--- src/rtl/serial_sub_pkg.sv ---
// ---------------------------------------------------------------------------
// serial_sub_pkg
//   Shared definitions for the bit-serial subtractor: FSM state encoding,
//   the maximum supported operand width, and the state decode helper that
//   folds the unused encoding back onto IDLE.
// ---------------------------------------------------------------------------
package serial_sub_pkg;

  localparam logic [1:0] ST_IDLE  = 2'd0;
  localparam logic [1:0] ST_SHIFT = 2'd1;
  localparam logic [1:0] ST_DONE  = 2'd2;

  localparam int WIDTH_MAX = 32;

  // 2'd3 is never entered by the FSM; should it ever appear it behaves as
  // IDLE so the block recovers on the next start without needing a reset.
  function automatic logic [1:0] state_decode(input logic [1:0] s);
    logic [1:0] r;
    r = ST_IDLE;
    case (s)
      ST_SHIFT: r = ST_SHIFT;
      ST_DONE:  r = ST_DONE;
      default:  r = ST_IDLE;
    endcase
    return r;
  endfunction

endpackage

--- src/rtl/serial_subtractor_fs_cell.sv ---
// ---------------------------------------------------------------------------
// fs_cell
//   Purely combinational one-bit full subtractor: x - y - bi.
//   Ports:
//     x   in  minuend bit
//     y   in  subtrahend bit
//     bi  in  borrow in
//     dif out difference bit
//     bo  out borrow out
// ---------------------------------------------------------------------------
module fs_cell (
  input  logic x,
  input  logic y,
  input  logic bi,
  output logic dif,
  output logic bo
);

  logic xy_diff;

  assign xy_diff = x ^ y;
  assign dif     = xy_diff ^ bi;
  // Borrow when x=0,y=1, or when x==y and a borrow is already pending.
  assign bo      = (~x & y) | (~xy_diff & bi);

endmodule

--- src/rtl/serial_subtractor.sv ---
// ---------------------------------------------------------------------------
// serial_subtractor
//   Bit-serial WIDTH-bit subtractor computing d = a - b - bin, LSB first,
//   one bit per clock through a single fs_cell and a borrow flip-flop.
//   Handshake: start is sampled in IDLE only; busy is high for the WIDTH
//   shift cycles; done pulses for one cycle when d/bout are updated.
//   Ports:
//     clk   in  rising-edge clock
//     rst   in  synchronous active-high reset
//     start in  request, sampled only in IDLE
//     a     in  minuend, captured on accepted start
//     b     in  subtrahend, captured on accepted start
//     bin   in  initial borrow, captured on accepted start
//     busy  out high during SHIFT
//     done  out one-cycle pulse, d/bout valid
//     d     out difference, held until the next result
//     bout  out final borrow-out (1 iff a < b + bin, unsigned)
//   WIDTH must lie in 1..WIDTH_MAX.
// ---------------------------------------------------------------------------
module serial_subtractor
  import serial_sub_pkg::*;
#(
  parameter int WIDTH = 8
) (
  input  logic             clk,
  input  logic             rst,
  input  logic             start,
  input  logic [WIDTH-1:0] a,
  input  logic [WIDTH-1:0] b,
  input  logic             bin,
  output logic             busy,
  output logic             done,
  output logic [WIDTH-1:0] d,
  output logic             bout
);

  localparam int CNT_W = (WIDTH > 1) ? $clog2(WIDTH) : 1;
  localparam logic [CNT_W-1:0] CNT_LAST = CNT_W'(WIDTH - 1);

  logic [1:0]       state;
  logic [1:0]       state_cur;
  logic [1:0]       state_nxt;
  logic [WIDTH-1:0] a_sr;
  logic [WIDTH-1:0] b_sr;
  logic [WIDTH-1:0] d_sr;
  logic [WIDTH-1:0] d_shift;
  logic [CNT_W-1:0] cnt;
  logic             br;
  logic             dif;
  logic             bo;
  logic             accept;
  logic             shifting;
  logic             last_bit;
  logic             unused_lsb;

  fs_cell u_cell (
    .x   (a_sr[0]),
    .y   (b_sr[0]),
    .bi  (br),
    .dif (dif),
    .bo  (bo)
  );

  assign state_cur = state_decode(state);
  assign accept    = (state_cur == ST_IDLE) && start;
  assign shifting  = (state_cur == ST_SHIFT);
  assign last_bit  = (cnt == CNT_LAST);

  // The new difference bit enters at the top; after WIDTH shifts bit 0 of
  // the result has walked down to position 0.
  generate
    if (WIDTH == 1) begin : g_w1
      assign d_shift = dif;
    end else begin : g_wn
      assign d_shift = {dif, d_sr[WIDTH-1:1]};
    end
  endgenerate

  // The bit shifted out of d_sr is discarded by construction.
  assign unused_lsb = d_sr[0];

  always_comb begin
    state_nxt = ST_IDLE;
    case (state_cur)
      ST_SHIFT: state_nxt = last_bit ? ST_DONE : ST_SHIFT;
      ST_DONE:  state_nxt = ST_IDLE;
      default:  state_nxt = start ? ST_SHIFT : ST_IDLE;
    endcase
  end

  // ---- control: FSM, registered flags, counter, borrow, result ----------
  // busy/done are registered from the next state so they are glitch-free
  // and line up exactly with the state they describe.
  always_ff @(posedge clk) begin
    if (rst) begin
      state <= ST_IDLE;
      busy  <= 1'b0;
      done  <= 1'b0;
      cnt   <= '0;
      br    <= 1'b0;
      d     <= '0;
      bout  <= 1'b0;
    end else begin
      state <= state_nxt;
      busy  <= (state_nxt == ST_SHIFT);
      done  <= (state_nxt == ST_DONE);
      if (accept) begin
        cnt <= '0;
        br  <= bin;
      end else if (shifting) begin
        cnt <= cnt + 1'b1;
        br  <= bo;
      end
      // Result registers only move on the edge that completes the last bit,
      // so the previous result stays visible throughout the next operation.
      if (shifting && last_bit) begin
        d    <= d_shift;
        bout <= bo;
      end
    end
  end

  // ---- datapath: operand and difference shift registers -----------------
  always_ff @(posedge clk) begin
    if (accept) begin
      a_sr <= a;
      b_sr <= b;
      d_sr <= '0;
    end else if (shifting) begin
      a_sr <= a_sr >> 1;
      b_sr <= b_sr >> 1;
      d_sr <= d_shift;
    end
  end

endmodule
--- config.mk ---
export PLATFORM = sky130hd
export DESIGN_NAME = serial_subtractor
export DESIGN_NICKNAME = d
export VERILOG_FILES = /design/src/rtl/serial_sub_pkg.sv /design/src/rtl/serial_subtractor_fs_cell.sv /design/src/rtl/serial_subtractor.sv
export SDC_FILE = /design/constraint.sdc
export NUM_CORES = 1
export LEC_CHECK = 0
export CORE_MARGIN = 5
export CORE_UTILIZATION = 48
export CTS_BUF_LIST = sky130_fd_sc_hd__clkbuf_4
export CTS_CLUSTER_SIZE = 10
export DETAILED_ROUTE_END_ITERATION = 10
export GPL_TIMING_DRIVEN = 0
export PLACE_DENSITY = 0.8
export SLEW_MARGIN = 40
export SYNTH_ARGS = -nofsm -noshare
export SYNTH_HDL_FRONTEND = slang
export SYNTH_SLANG_ARGS = --single-unit
--- constraint.sdc ---
create_clock -name clk -period 1.6 [get_ports clk]
set_input_delay 0.16 -clock clk [delete_from_list [all_inputs] [get_ports clk]]
set_output_delay 0.16 -clock clk [all_outputs]
set_load 0.01 [all_outputs]
==> results.py, run 1 <==
metrics = {
    "outcome": {
        "status": "finished, final reports clean",
    },
    "floorplanning": {
        "rows": 21,
        "initial_utilization_pct": 50.11,
        "die_area_sq_mm": 0.004796,
        "core_area_sq_mm": 0.003363,
        "ios": 31,
        "die_h_um": 69.26,
        "die_w_um": 69.26,
    },
    "setup_path": {
        "crit_start": "state[1]$_SDFF_PP0_",
        "r2r_start": "state[1]$_SDFF_PP0_",
        "critPathLaunchType": "register",
        "arrival_ps": 1660,
        "cp-end-kind": "register",
        "crit_required_ps": 1690,
        "r2r_cells": 6,
        "r2r-end": "a_sr[6]$_DFFE_PP_",
        "endpoint": "a_sr[6]$_DFFE_PP_",
        "crit_fanout": 4,
        "worstSetupPathType": "register to register",
        "r2r_setup_slack_ps": 30,
    },
    "global_routing": {
        "grtUsageTotal_pct": 14.43,
        "grt-ovfl-total": 0,
        "antenna_found_initial": 0,
        "grt_pass1_vias": 1163,
        "grt_max_degree": 17,
        "grt_pass1_wl_um": 5602,
    },
    "finish": {
        "utilization_pct": 64.32,
        "layout_common_cells": "clkdlybuf4s50_1 (29), dfxtp_1 (23), edfxtp_1 (16)",
        "multi_input_area_sq_um": 671.9,
        "design_area_sq_mm": 0.002163,
        "fill_cells": 303,
        "seqCellArea_sq_um": 962.2,
        "n_antenna_cell": 0,
        "syn_to_final_growth_pct": 28.36,
        "drive_gt1_share_pct": 27.43,
        "final_common_cell": "clkdlybuf4s50_1",
        "nets": 199,
    },
    "timing": {
        "max_freq_mhz": 637.7,
        "hold_viol": 0,
        "slew_violations": 0,
        "setup_violations": 0,
        "timing.final.ws_setup_ps": 31.75,
        "tightest_slew_ps": 475.9,
        "min_period_ps": 1568,
        "final.period_utilization_pct": 98.02,
        "fin_skew_ps": 9.226,
        "rsz0062_at_grt": "yes",
        "slew_headroom_pct": 68.27,
    },
    "power": {
        "clkPwrFrac_pct": 26.0,
        "combPwrFrac_pct": 13.7,
        "ir_drop_mv": 0.5513,
        "pwr-share-seq_pct": 60.4,
        "p_per_area_mw_per_mm2": 887.7,
        "power.leakage_nw": 0.8066,
        "power.internal_mw": 1.487,
        "sw_frac_of_total_pct": 22.54,
        "p_sw_uw": 432.9,
    },
    "routing": {
        "viasPerCell": 5.104,
        "drt_wl_total_um": 3301,
        "wl_per_cell_um": 14.94,
        "ant_nets": 0,
        "vias": 1128,
        "first_pass_iters": 4,
        "drtIter0Drc": 71,
        "drc": 0,
    },
    "worst_hold_path": {
        "hold_start": "rst",
        "hold_path_class": "input pin to register",
    },
    "clock_network": {
        "path_clk_slew_ps": 100,
        "cts_buffer_depth": 2,
        "h-tree-depth": 2,
        "clock-sinks": 40,
        "holdBufCountCts": 0,
        "clock_latency_ps": 340,
        "cts_tree": "done",
        "ctsRootBufferMaster": "clkbuf_4",
        "numCtsBuffers": 5,
    },
    "synthesis": {
        "synth_warnings": 0,
        "synthFlopType": "dfxtp_1",
        "yosys.area.top_type": "dfxtp_1",
        "synth_seq_cells": 40,
        "seq_area_frac_synth_pct": 57.02,
        "yosysTopAreaCellShare_pct": 28.51,
        "yosys-top-cells-area": "dfxtp_1 (29%), edfxtp_1 (29%), mux2_2 (9.4%)",
        "ys_types": 26,
        "syn_area_per_cell_sq_um": 12.67,
        "synth_edf_count": 16,
        "netlist_instances": 133,
        "syn_nets": 158,
        "async_flop_share_pct": 0,
        "syn_area_sq_mm": 0.001685,
    },
    "place": {
        "dp_worst_setup_slack_ps": -208.9,
        "port_buffers": 29,
        "dp_hpwl_um": 2304,
        "place_congestion": 0.7524,
        "place_area_sq_mm": 0.002036,
    },
    "run": {
        "timing.max_cap.violations": 0,
    },
}
[per-stage QoR]
step / hold slack, ps / setup TNS [ps] / power [mW] / instances
final: 283.6 / 0 / 1.920 / 221
after global routing: 338.2 / -14.64 / 2.009 / 221
after CTS: 288.7 / 0 / 1.941 / 221
after detailed placement: 471.4 / -4299 / 1.422 / 208
after global placement: 462.5 / -2985 / 1.408 / 208
after floorplan: 360.8 / -517.7 / 1.330 / 133
[synthesized netlist by cell type, types with 2 or more instances]
cell type  instances
nor3_1             5
buf_2              4
edfxtp_1          16
mux2i_1            9
ha_1               4
a21oi_1           11
nor2_1             8
dfxtp_1           24
a21bo_2            8
nand2_1            2
nand3_1            8
inv_1              3
clkbuf_1           4
mux2_2            14
and3_1             2
[power groups by stage]
stage                     Sequential (mW)  Clock (mW)  Combinational, mW
after floorplan                      1.17           0              0.156
after global placement               1.18           0              0.230
after detailed placement             1.18           0              0.240
after CTS                            1.16       0.512              0.269
after global routing                 1.17       0.558              0.285
final                                1.16       0.499              0.262
[worst min-delay path by stage]
| stage | end | cells after the start | slack, ps |
|---|---|---|---|
| 2_1_floorplan | busy$_SDFF_PP0_ | 2 | 360 |
| 3_3_place_gp | d[0]$_SDFFE_PP0P_ | 2 | 460 |
| 3_5_place_dp | d[0]$_SDFFE_PP0P_ | 2 | 470 |
| 4_1_cts | state[1]$_SDFF_PP0_ | 2 | 290 |
| 5_1_grt | cnt[2]$_SDFFE_PP0N_ | 2 | 340 |
| 6_report | state[1]$_SDFF_PP0_ | 2 | 280 |
[critical path, cell delays in order (launching register included)]
cell and delay [ps]:
dfxtp_2 340, inv_2 50, ha_4 250, and2_4 180
buf_4 110, buf_4 90, mux2_2 320
[metal layers]
| metal | up-vias | track usage, % | share of wire [%] |
|---|---|---|---|
| li1 | 559 | - | - |
| met1 | 537 | 17.03 | 42 |
| met2 | 28 | 24.26 | 52 |
| met3 | 4 | 4.783 | 5.1 |
| met4 | 0 | 5.423 | 1.6 |
| met5 | - | 0 | 0 |
[layout make-up]
| cell class | instances | area share [%] |
|---|---|---|
| Clock inverter | 1 | 0.1735 |
| Multi-Input combinational cell | 80 | 31.06 |
| Clock buffer | 7 | 2.429 |
| Tap cell | 46 | 2.661 |
| Timing Repair Buffer | 36 | 16.77 |
| Inverter | 3 | 0.5205 |
| Buffer | 8 | 1.909 |
| Sequential cell | 40 | 44.48 |
[flip-flops by register name (all words and copies together) (netlist names)]
name,count
b_sr,8
busy,1
d_sr,7
cnt,3
d,8
bout,1
done,1
a_sr,8
br,1
state,2
[kinds of logic (layout without fill, tap and decap cells)]
logic type                 after synthesis  after routing  share of synthesized area [%]
DFF                                     40             40                          57.02
and+or+nand+nor                         30             30                          9.132
muxes                                   23             23                          14.70
AOI/OAI and AO/OA                       21             21                          10.17
buffers and inverters                   13             55                          4.305
adders and majority gates                5              5                          4.158
xor gates and xnor gates                 1              1                         0.5198
[what timing repair did]
action                                  4_1_cts  5_1_grt
gates resized for setup                       6        3
gates cloned                                  1        0
endpoints found under the setup margin       31       12
hold endpoints to repair                      0        0
pin swaps                                     1        1
setup buffers                                 5        1
Power figures use the tool's default switching activity.
==> run 2, diff against run 1 <==
ABC_AREA = 1   (was default)
PLACE_DENSITY = 0.81   (was 0.8)
TNS_END_PERCENT = 100   (was default)
==> run 2 against run 1 <==
Net effect: non-clock buffer count shrank 7; register-to-register slack gained 100 ps; maximum frequency grew 7.0%; die area shrank 3.2%; critical endpoint is now b_sr[7]$_SDFFCE_PN0P_; largest power group unchanged; count of clock-buffer cells in the layout shrank 2; via count grew 6.5%; largest cell class unchanged; final area shrank 4.7%.
==> results.py, run 2 <==
metrics = {
    "outcome": {
        "status": "finished, final reports clean",
    },
    "synthesis": {
        "syn_area_sq_mm": 0.001623,
        "yosysTopAreaCellShare_pct": 29.61,
        "syn_area_per_cell_sq_um": 9.016,
        "synth_warnings": 0,
        "synthTopCellsByCount": "nand2_1 (70), dfxtp_1 (24), nor2_1 (18)",
        "syn_nets": 205,
        "async_flop_share_pct": 0,
        "synth_edf_count": 16,
        "yosys-top-cells-area": "dfxtp_1 (30%), edfxtp_1 (30%), nand2_1 (16%)",
        "ys_types": 23,
        "synthFlopType": "dfxtp_1",
        "netlist_instances": 180,
        "synth_most_common_cell": "nand2_1",
        "seq_area_frac_synth_pct": 59.21,
        "synth_seq_cells": 40,
        "yosys.area.top_type": "dfxtp_1",
    },
    "timing": {
        "tns_ps": 0,
        "min_period_ps": 1466,
        "final.period_utilization_pct": 91.63,
        "max_freq_mhz": 682.1,
        "tightest_slew_ps": 494.8,
        "slew_violations": 0,
        "setup_violations": 0,
        "slew_headroom_pct": 67.01,
        "hold_viol": 0,
        "rsz0062_at_grt": "no",
        "fin_skew_ps": 5.182,
    },
    "finish": {
        "layout_common_cells": "nand2_1 (69), clkdlybuf4s50_1 (30), dfxtp_1 (24)",
        "seqCellArea_sq_um": 960.9,
        "instances_no_fill": 264,
        "nets": 242,
        "reg_top3": "a_sr: 8 flops, b_sr: 8 flops, d: 8 flops",
        "utilization_pct": 62.24,
        "final_common_cell": "nand2_1",
        "syn_to_final_growth_pct": 26.99,
        "n_antenna_cell": 0,
        "fill_cells": 294,
        "multi_input_area_sq_um": 586.8,
        "drive_gt1_share_pct": 10.09,
        "design_area_sq_mm": 0.002061,
    },
    "clock_network": {
        "clock_latency_ps": 340,
        "ctsRootBufferMaster": "clkbuf_4",
        "h-tree-depth": 2,
        "numCtsBuffers": 5,
        "holdBufCountCts": 0,
        "cts_buffer_depth": 2,
        "clock-sinks": 40,
        "cts_tree": "done",
        "post_cts_buffers": 0,
        "path_clk_slew_ps": 110,
    },
    "power": {
        "power.leakage_nw": 0.8486,
        "power_mw": 1.912,
        "p_per_area_mw_per_mm2": 927.9,
        "ir_drop_mv": 0.6743,
    },
    "place": {
        "place_congestion": 0.7516,
        "dp_hpwl_um": 2087,
        "port_buffers": 30,
        "place_area_sq_mm": 0.001983,
        "place_inst": 256,
    },
    "floorplanning": {
        "die_area_sq_mm": 0.004644,
        "ios": 31,
        "die_w_um": 68.15,
        "die_h_um": 68.15,
        "rows": 21,
        "core_area_sq_mm": 0.003311,
        "initial_utilization_pct": 49.02,
    },
    "setup_path": {
        "crit_fanout": 16,
        "cpMostUsedCell": "buf_6",
        "worstSetupPathType": "register to register",
        "arrival_ps": 1520,
        "crit_required_ps": 1650,
        "cp_cell_sequence": "inv_1 -> ha_4 -> nand2_2 -> buf_6 -> buf_6 -> nand2_8",
        "cpPeakStageDelay_ps": 320,
        "cp-end-kind": "register",
        "slowest_stage": "dfxtp_1",
        "critPathLaunchType": "register",
    },
    "routing": {
        "drtIter0Drc": 82,
        "viasPerCell": 4.549,
        "drt_wl_total_um": 2884,
        "ant_nets": 0,
        "first_pass_iters": 5,
        "drc": 0,
        "vias": 1201,
        "wl_per_cell_um": 10.92,
    },
    "run": {
        "timing.max_cap.violations": 0,
    },
    "global_routing": {
        "antenna_found_initial": 0,
        "grt_pass1_vias": 1175,
        "grtUsageTotal_pct": 14.18,
        "grt_max_degree": 17,
        "grt-ovfl-total": 0,
        "grt_pass1_wl_um": 4905,
    },
    "worst_hold_path": {
        "hold_path_class": "input pin to register",
    },
}
==> run 2: logic make-up after synthesis <==
logic type	share of synthesized area (%)
simple gates	22.36
flops	59.21
compound gates	7.171
buf+inv	6.399
fa+ha+maj	4.318
xor+xnor	0.5398
==> run 2: final timing paths <==
path                             from               endpoint  slack (ps)  cells past startpoint
setup / recovery  state[1]$_SDFF_PP0_  b_sr[7]$_SDFFCE_PN0P_         130                      6
hold / removal                   b[7]  b_sr[7]$_SDFFCE_PN0P_         450                      3
hold reg to reg     d[4]$_SDFFE_PP0P_      d[4]$_SDFFE_PP0P_         470                      2
setup reg to reg  state[1]$_SDFF_PP0_  b_sr[7]$_SDFFCE_PN0P_         130                      6
==> run 2: timing repair <==
action,in CTS,in global routing
gates resized for setup,2,1
endpoints found under the setup margin,16,17
gates cloned,0,0
==> run 2: routing by layer <==
metal  wire length, um  share of wire [%]  track usage, %
met5                 0                  0               0
met4                19               0.66           4.467
met3               101                3.5           3.941
met2              1462                 51           24.19
met1              1300                 45           17.27
==> run 2: power breakdown <==
part	switching, mW	internal, mW	total [mW]
Clock	0.319	0.163	0.482
Sequential	0.0320	1.15	1.18
Combinational	0.130	0.118	0.248
Total	0.481	1.43	1.91
==> run 2: worst max-delay path: cells and delay by family (launching register included) <==
family / cells / cell delay, ps
buffers and inverters: 3 / 360
flip-flops: 1 / 320
adder cells (fa/ha/maj): 1 / 290
AND/OR/NAND/NOR: 2 / 200
==> run 2: area by class of cell <==
class                      count  share of cell area, %
sequential                    40                  46.63
tap                           46                  2.793
multi-input combinational    121                  28.48
timing repair buffer          30                  14.57
inverter                      12                  2.186
buffer                         7                  2.854
clock inverter                 3                 0.6679
clock buffer                   5                  1.821
==> run 2: through the flow <==
| step | hold WS (ps) | setup slack (ps) |
|---|---|---|
| floorplan | 222.4 | 37.35 |
| global placement | 444.6 | -115.0 |
| detailed placement | 454.2 | -129.1 |
| CTS | 444.1 | 58.52 |
| global route | 446.0 | 50.89 |
| finish | 453.4 | 133.9 |
==> run 3, diff against run 2 <==
SLEW_MARGIN = 25   (was 40)
SYNTH_HIERARCHICAL = 1   (was default)
==> run 3 against run 2 <==
Net effect: synthesized cell count stayed put; final area barely moved; setup slack got worse by 54 ps; global-route usage down 0.35 points; wire length shrank 4.5%; combinational power down 2%.
==> results.py, run 3 <==
metrics = {
    "routing": {
        "ant_nets": 0,
        "viasPerCell": 4.608,
        "first_pass_iters": 4,
        "wl_per_cell_um": 10.40,
        "drc": 0,
        "drtIter0Drc": 75,
        "vias": 1221,
        "drt_wl_total_um": 2755,
    },
    "global_routing": {
        "grt_pass1_wl_um": 4664,
        "antenna_found_initial": 0,
        "grt-ovfl-total": 0,
        "grt_pass1_vias": 1066,
        "grtUsageTotal_pct": 13.83,
        "grt_max_degree": 17,
    },
    "setup_path": {
        "r2r_cells": 6,
        "crit_required_ps": 1670,
        "cpMostUsedCell": "buf_6",
        "cpPeakStageDelay_ps": 370,
        "cp_cell_sequence": "inv_1 -> ha_2 -> nand2_2 -> buf_6 -> buf_6 -> nand2_4",
        "crit_fanout": 11,
        "arrival_ps": 1590,
        "cp-end-kind": "register",
        "slowest_stage": "ha_2",
        "worstSetupPathType": "register to register",
        "critPathLaunchType": "register",
    },
    "timing": {
        "slew_violations": 0,
        "tightest_slew_ps": 288.9,
        "rsz0062_at_grt": "no",
        "hold_viol": 0,
        "max_freq_mhz": 657.9,
        "setup_violations": 0,
        "fin_skew_ps": 15.00,
        "final.period_utilization_pct": 95.00,
        "slew_headroom_pct": 80.72,
        "min_period_ps": 1520,
    },
    "clock_network": {
        "clock_latency_ps": 340,
        "numCtsBuffers": 5,
        "h-tree-depth": 2,
        "clock-sinks": 40,
        "cts_tree": "done",
        "path_clk_slew_ps": 110,
        "holdBufCountCts": 0,
        "cts_buffer_depth": 2,
        "ctsRootBufferMaster": "clkbuf_4",
    },
    "synthesis": {
        "synthFlopType": "dfxtp_1",
        "synth_adder_area_share_pct": 4.382,
        "synth_most_common_cell": "nand2_1",
        "ys_types": 18,
        "seq_area_frac_synth_pct": 60.09,
        "synth_edf_count": 16,
        "synth_seq_cells": 40,
        "syn_area_per_cell_sq_um": 8.884,
        "syn_nets": 205,
        "synthSimpleGateAreaFrac_pct": 22.54,
        "syn_area_sq_mm": 0.001599,
        "synthTopCellsByCount": "nand2_1 (53), nor2_1 (36), dfxtp_1 (24)",
        "yosys.area.top_type": "dfxtp_1",
        "yosys-top-cells-area": "dfxtp_1 (30%), edfxtp_1 (30%), nand2_1 (12%)",
        "yosys-mux-area-fraction_pct": 0,
        "synth_top_family_by_area": "simple AND/OR/NAND/NOR gates",
        "synth_compound_area_share_pct": 6.573,
        "synth_warnings": 6,
        "async_flop_share_pct": 0,
        "yosysTopAreaCellShare_pct": 30.05,
        "synthXorXnorAreaFrac_pct": 0.5477,
        "netlist_instances": 180,
    },
    "worst_hold_path": {
        "whs_path_depth": 3,
        "hold_path_class": "input pin to register",
    },
    "run": {
        "timing.max_cap.violations": 0,
    },
    "power": {
        "p_per_area_mw_per_mm2": 998.7,
        "power.leakage_nw": 0.8757,
        "ir_drop_mv": 0.5839,
        "power_mw": 2.059,
    },
    "place": {
        "port_buffers": 30,
        "dp_hpwl_um": 1979,
        "place_area_sq_mm": 0.001959,
        "place_congestion": 0.7447,
    },
    "finish": {
        "multi_input_area_sq_um": 574.3,
        "design_area_sq_mm": 0.002062,
        "layout_common_cells": "nand2_1 (52), nor2_1 (36), clkdlybuf4s50_1 (30)",
        "n_antenna_cell": 0,
        "seqCellArea_sq_um": 960.9,
        "final_common_cell": "nand2_1",
        "nets": 243,
        "syn_to_final_growth_pct": 28.95,
        "fill_cells": 288,
        "reg_top3": "a_sr: 8 flops, b_sr: 8 flops, d: 8 flops",
        "drive_gt1_share_pct": 8.676,
    },
    "floorplanning": {
        "die_w_um": 67.72,
        "die_area_sq_mm": 0.004585,
        "ios": 31,
        "core_area_sq_mm": 0.003284,
        "die_h_um": 67.72,
        "initial_utilization_pct": 48.69,
        "rows": 21,
    },
    "outcome": {
        "status": "finished, final reports clean",
    },
}
-- run 3: cell type report --
cell class | instances | area share [%]
inverter | 13 | 2.367
buffer | 6 | 2.184
tap | 46 | 2.791
clock buffer | 5 | 1.820
timing repair buffer | 30 | 14.56
clock inverter | 3 | 1.820
sequential | 40 | 46.60
multi-input combinational | 122 | 27.85
-- run 3: path summary, 6_finish.rpt --
kind / to / from / slack [ps]
hold / removal: a_sr[7]$_SDFFCE_PN0P_ / a[7] / 440
setup / recovery: a_sr[4]$_DFFE_PP_ / state[1]$_SDFF_PP0_ / 80
hold reg to reg: cnt[2]$_SDFFE_PP0N_ / cnt[2]$_SDFFE_PP0N_ / 480
setup reg to reg: a_sr[4]$_DFFE_PP_ / state[1]$_SDFF_PP0_ / 80
-- run 3: metrics by stage --
stage | setup WS (ps) | hold WS [ps] | TNS [ps] | std cells | utilization [%]
3_5_place_dp | -133.4 | 467.4 | -2127 | 256 | 59.66
5_1_grt | 1.894 | 414.1 | 0 | 265 | 62.78
3_3_place_gp | -116.1 | 455.1 | -1850 | 256 | 59.66
6_report | 80.00 | 440.7 | 0 | 265 | 62.78
4_1_cts | 39.19 | 426.6 | 0 | 264 | 62.36
2_1_floorplan | 35.06 | 229.1 | 0 | 180 | -
-- run 3: power by group --
part	internal [mW]	total, mW	switching [mW]
logic	0.113	0.243	0.130
clock network	0.322	0.635	0.313
registers	1.15	1.18	0.0305
-- run 3: cells by family (layout without fill, tap and decap cells) --
kind of cell	Yosys count	after routing
flops	40	40
buf+inv	19	57
xor+xnor	1	1
simple gates	94	95
compound gates	21	21
fa+ha+maj	5	5
-- run 3: routing by layer --
metal	share of wire (%)	wire length [um]	global-route usage, %	vias to the layer above
li1	-	-	-	645
met1	46	1264	17.87	538
met2	45	1248	20.17	30
met3	6.6	181	5.158	8
met4	2.2	61	6.835	0
met5	0	0	0	-
-- run 3: worst max-delay path: cells and delay by family (launching register included) --
kind                       cells  cell delay [ps]
adders and majority gates      1              370
buffers and inverters          3              340
DFF                            1              330
and+or+nand+nor                2              200
-- run 3: repair_timing --
item	4_1_cts	5_1_grt
cloned	0	1
setup endpoints to repair	16	16
setup buffers	0	0
resized for setup	2	1
